--- config.mk ---
export PLATFORM = sky130hd
export DESIGN_NAME = sevseg_scan_arbiter
export DESIGN_NICKNAME = d
export VERILOG_FILES = /design/src/rtl/sevseg_scan_arbiter.sv
export SDC_FILE = /design/constraint.sdc
export NUM_CORES = 1
export LEC_CHECK = 0
export CAP_MARGIN = 10
export CORE_MARGIN = 2
export CORE_UTILIZATION = 51
export CTS_CLUSTER_DIAMETER = 60
export DETAILED_ROUTE_END_ITERATION = 8
export PLACE_DENSITY = 0.83
export SYNTH_ARGS = -nofsm -noshare
export SYNTH_HDL_FRONTEND = slang
export SYNTH_SLANG_ARGS = --single-unit
--- constraint.sdc ---
create_clock -name clk_7seg -period 3.6 [get_ports clk_7seg]
set_input_delay 0.72 -clock clk_7seg [delete_from_list [all_inputs] [get_ports clk_7seg]]
set_output_delay 0.72 -clock clk_7seg [all_outputs]
set_load 0.1 [all_outputs]
--- src/rtl/sevseg_scan_arbiter.sv ---
// sevseg_scan_arbiter: 8-digit 7-segment scanner shared by three prioritised requesters with frame-granular arbitration.
// Optional SEVSEG_LZ_BLANK_EN blanks leading zero digits.
module sevseg_scan_arbiter #(
   parameter int DWELL_FRAMES = 4
) (
   input  logic        clk_7seg,
   input  logic        Rst,
   input  logic [2:0]  req,
   input  logic [31:0] data0,
   input  logic [31:0] data1,
   input  logic [31:0] data2,
   output logic [7:0]  an,
   output logic [6:0]  sev_out,
   output logic [2:0]  grant,
   output logic        frame_tick
);
   typedef enum logic {IDLE, SCAN} state_t;
   state_t      state_q, state_d;
   logic [2:0]  dig_q, dig_d, grant_q, grant_d, pend_hi;
   logic [3:0]  dwell_q, dwell_d, dwell_inc, nib;
   logic [31:0] snap_q, snap_d;
   logic        lit;
`ifdef SEVSEG_LZ_BLANK_EN
   logic [2:0]  hi;
`endif
   function automatic logic [2:0] pe(input logic [2:0] r);
      return r[0] ? 3'b001 : r[1] ? 3'b010 : r[2] ? 3'b100 : 3'b000;
   endfunction
   function automatic logic [6:0] seg(input logic [3:0] n);
      case (n)
         4'h0: return 7'b0000001;
         4'h1: return 7'b1001111;
         4'h2: return 7'b0010010;
         4'h3: return 7'b0000110;
         4'h4: return 7'b1001100;
         4'h5: return 7'b0100100;
         4'h6: return 7'b0100000;
         4'h7: return 7'b0001111;
         4'h8: return 7'b0000000;
         4'h9: return 7'b0000100;
         4'hA: return 7'b0001000;
         4'hB: return 7'b1100000;
         4'hC: return 7'b0110001;
         4'hD: return 7'b1000010;
         4'hE: return 7'b0110000;
         default: return 7'b0111000;
      endcase
   endfunction
   always_comb begin
      state_d   = state_q;
      dig_d     = dig_q;
      grant_d   = grant_q;
      dwell_d   = dwell_q;
      snap_d    = snap_q;
      dwell_inc = (dwell_q >= 4'(DWELL_FRAMES)) ? dwell_q : dwell_q + 4'd1;
      // requesters with a lower index than the owner outrank it
      pend_hi   = req & (grant_q - 3'd1);
      if (state_q == IDLE) begin
         if (|req) begin
            state_d = SCAN;
            dig_d   = 3'd0;
            dwell_d = 4'd0;
            grant_d = pe(req);
            snap_d  = grant_d[0] ? data0 : grant_d[1] ? data1 : data2;
         end
      end else begin
         dig_d = dig_q + 3'd1;
         if (dig_q == 3'd7) begin
            if (~|(req & grant_q)) begin
               grant_d = pe(req);
               dwell_d = 4'd0;
               state_d = |req ? SCAN : IDLE;
            end else if (|pend_hi && dwell_inc == 4'(DWELL_FRAMES)) begin
               grant_d = pe(req);
               dwell_d = 4'd0;
            end else
               dwell_d = dwell_inc;
            snap_d = grant_d[0] ? data0 : grant_d[1] ? data1 : grant_d[2] ? data2 : 32'h0;
         end
      end
   end
   always_comb begin
      nib = snap_q[4*dig_q +: 4];
`ifdef SEVSEG_LZ_BLANK_EN
      hi = 3'd0;
      for (int i = 1; i < 8; i++)
         if (snap_q[4*i +: 4] != 4'h0) hi = 3'(i);
      lit = dig_q <= hi;
`else
      lit = 1'b1;
`endif
      an         = (state_q == SCAN && lit) ? ~(8'b1 << dig_q) : 8'hFF;
      sev_out    = (state_q == SCAN && lit) ? seg(nib) : 7'h7F;
      grant      = grant_q;
      frame_tick = state_q == SCAN && dig_q == 3'd7;
   end
   always_ff @(posedge clk_7seg) begin
      if (Rst) begin
         state_q <= IDLE;
         dig_q   <= 3'd0;
         grant_q <= 3'd0;
         dwell_q <= 4'd0;
         snap_q  <= 32'h0;
      end else begin
         state_q <= state_d;
         dig_q   <= dig_d;
         grant_q <= grant_d;
         dwell_q <= dwell_d;
         snap_q  <= snap_d;
      end
   end
endmodule

==> metrics <==
Synth cell types=48; Post-Syn Instances=654; maximum clock frequency=0.288 GHz; vias in the first global route=approximately 5,500; Area Overhead vs Synth=33.0%; CTS tree=yes; synthesized cell area=between 4000 and 5000 um^2; asr flop ratio synth=0%; First-pass DRT Iterations=6; antenna-violating nets left=0; top_reg_cell synth=dfxtp_1; WL per Instance=19.2 um; Worst IR Drop VDD=0.209 mV; full die area=10,200 um^2; number of hold violations in the final report=0; hold path start=snap_q[7]; Max clock buf depth=2; Vias=5,827; Crit. Startpoint=dig_q[0]; cts hold-fix bufs=0; sequential fraction of the synthesis area=between 10% and 20%; number of remaining DRC errors=0; Max Slew Vio Count=0; largest stage delay on the critical path=0.56 ns; CP Launch Type=flop; worst hold margin=0.511 ns; share of cells above drive strength 1=14.3%; syn nets=769; Inserted Diodes=0; Post-synth EDFFs=0; post-route clock skew=between 0.01 and 0.015 ns; pwr/cell area=278 nW/um^2; Worst setup EP type=primary output; IO Count=120; GP Congestion=0.881; CP max-delay cell=mux4_2; grt total ovfl=0; WS Path Type=flop to primary output; CORE AREA=9200 um^2; FF+latch count, synth=43; final-layout fill cell count=780; global router's overall resource usage=roughly 32%; critical path peak fanout=8; depth of the CTS H-tree=2; Finished Core Util=between 60% and 70%; # rows=35; CP cell instances=buf_6 -> mux4_2 -> mux2i_4 -> inv_1 -> ha_1 -> and2_1 -> o21ai_0 -> o311ai_2 -> buf_12; Synth Area per Inst=7.36 um^2; Reg-to-Reg Start=grant[0]; root buffer cell=clkbuf_8; largest net degree at the start of global routing=between 40 and 50; WP data required=2.88 ns; period utilization=96.3%; Design Power=0.00178 W; Setup-failing EPs final=0; outcome=finished, final reports clean; Worst Tran Pin Value=0.699 ns; Clock Latency Late Sink=0.32 ns; port bufs=119; Ys Warns=0; cts bufs inserted=5; Slew Limit Headroom=a little over half; clk slew on worst S/H paths=0.10 ns; worst path arrival time=2.75 ns; 1st-iter DRT viols=547; final wirelength=16.6 mm; DP HPWL=11.6 mm; initial antenna violation count=0; drt via density=6.74; RSZ-0062 raised after global routing=no; Final nets=868; Hold Crit Class=flop to flop; Final Critical Period=3.47 ns; Initial Util=52.3%; Max-cap violations=0; Die H=101 um; DIE WIDTH=101 um; clk sink count=between 40 and 50; first-pass GRT wire length=around 27 mm; Leak Pwr=approximately 2.4 nW; flop-to-flop setup slack=0.82 ns
-- area by class of cell --
class | instances | area (um^2) | share of cell area [%]
multi-input cells | 539 | 3750 | 58.6
clock inverters | 3 | 23.8 | 0.372
flip-flops and latches | 43 | 862 | 13.5
repair buffers | 152 | 1510 | 23.6
clock buffers | 5 | 68.8 | 1.08
well taps | 111 | 139 | 2.17
inverters | 12 | 45.0 | 0.704
-- state kept, by name (all words and copies together), names as in the netlist --
name / count
snap_q: 32
dwell_q: 4
dig_q: 3
grant: 3
state_q: 1
-- routing by layer --
metal | vias to the layer above | track usage, % | routed length [um]
met5 | - | 0 | 0
met4 | 0 | 10.3 | 274
met3 | 37 | 5.06 | 1540
met2 | 359 | 53.2 | 8020
met1 | 2755 | 42.6 | 6780
li1 | 2676 | - | -
-- through the flow --
| stage | cell area, um^2 | worst slack, ns | instances | TNS (ns) |
|---|---|---|---|---|
| 2_1_floorplan | 4880 | -0.168 | 654 | -0.168 |
| 3_3_place_gp | 6290 | 0.466 | 855 | 0 |
| 3_5_place_dp | 6290 | 0.369 | 855 | 0 |
| 4_1_cts | 6380 | 0.0275 | 863 | 0 |
| 5_1_grt | 6400 | 0.0202 | 865 | 0 |
| 6_report | 6400 | 0.132 | 865 | 0 |
-- layout by cell type (no fill, tap or decap), types with 5 or more instances in the layout --
cell	n
nor2_1	102
clkdlybuf4s50_1	98
mux2i_1	50
nand2_1	48
a21oi_1	47
dfxtp_1	42
buf_4	41
a2111oi_0	32
and2_1	25
mux2_2	21
nor4_1	20
a221o_1	20
a211oi_1	20
a21boi_0	19
nand3_1	18
a22oi_1	14
ha_1	14
o21ai_0	13
o22ai_1	12
inv_1	10
buf_12	10
o21ai_1	9
mux4_2	8
nor3_1	5
clkbuf_8	5
-- what timing repair did --
item,CTS,global route
setup buffers,0,2
gates resized for setup,0,1
setup endpoints to repair,0,2
-- critical path: cells and delay by family (launching register included) --
| kind | cells | cell delay, ns |
|---|---|---|
| simple gates | 1 | 0.17 |
| buf+inv | 3 | 0.47 |
| fa+ha+maj | 1 | 0.29 |
| compound gates | 2 | 0.36 |
| mux | 2 | 0.78 |
| flops | 1 | 0.37 |
-- synth_stat cells (4+ instances only) --
cell | instances | area share [%]
o22ai_1 | 12 | 1.6
a2111oi_0 | 32 | 5.8
o21ai_0 | 15 | 1.6
nand2_1 | 48 | 3.7
a221o_1 | 20 | 4.2
nand2b_1 | 4 | 0.52
and2_1 | 25 | 3.3
clkbuf_1 | 49 | 3.8
nor2b_1 | 4 | 0.52
nand3_1 | 18 | 1.9
mux2_2 | 21 | 4.9
ha_1 | 14 | 3.6
dfxtp_1 | 43 | 18
a21boi_0 | 19 | 3.0
nor2_1 | 104 | 8.1
inv_1 | 10 | 0.78
mux2i_1 | 52 | 11
a21oi_1 | 47 | 4.9
a22oi_1 | 14 | 2.2
a211oi_1 | 20 | 3.1
buf_1 | 4 | 0.31
nor3_1 | 5 | 0.52
nor4_1 | 20 | 2.6
mux4_2 | 8 | 3.7
buf_2 | 7 | 0.73
o21ai_1 | 9 | 0.94
-- cells by family (layout without fill, tap and decap cells) --
logic type	Yosys count	count (layout)	share of synthesized area [%]
xor gates and xnor gates	1	1	0.182
AOI/OAI and AO/OA	204	204	30.1
muxes	81	81	19.5
buffers and inverters	72	172	5.80
adders and majority gates	14	14	3.64
DFF	43	43	17.9
and+or+nand+nor	239	239	22.9
-- power breakdown --
| group | leakage, nW | switching [W] | internal (W) | total (W) |
|---|---|---|---|---|
| sequential | 0.355 | 0.0000409 | 0.000519 | 0.000560 |
| clock | 0.0408 | 0.000194 | 0.000139 | 0.000333 |
| combinational | 2.05 | 0.000491 | 0.000396 | 0.000887 |
| total | 2.45 | 0.000726 | 0.00105 | 0.00178 |
-- path summary, 6_finish.rpt --
path / to / depth (start not counted)
max: sev_out[6] / 9
min: snap_q[7] / 2
max reg2reg: snap_q[3] / 10
min reg2reg: snap_q[7] / 2
Note: power is estimated with default switching activity, not from simulation.
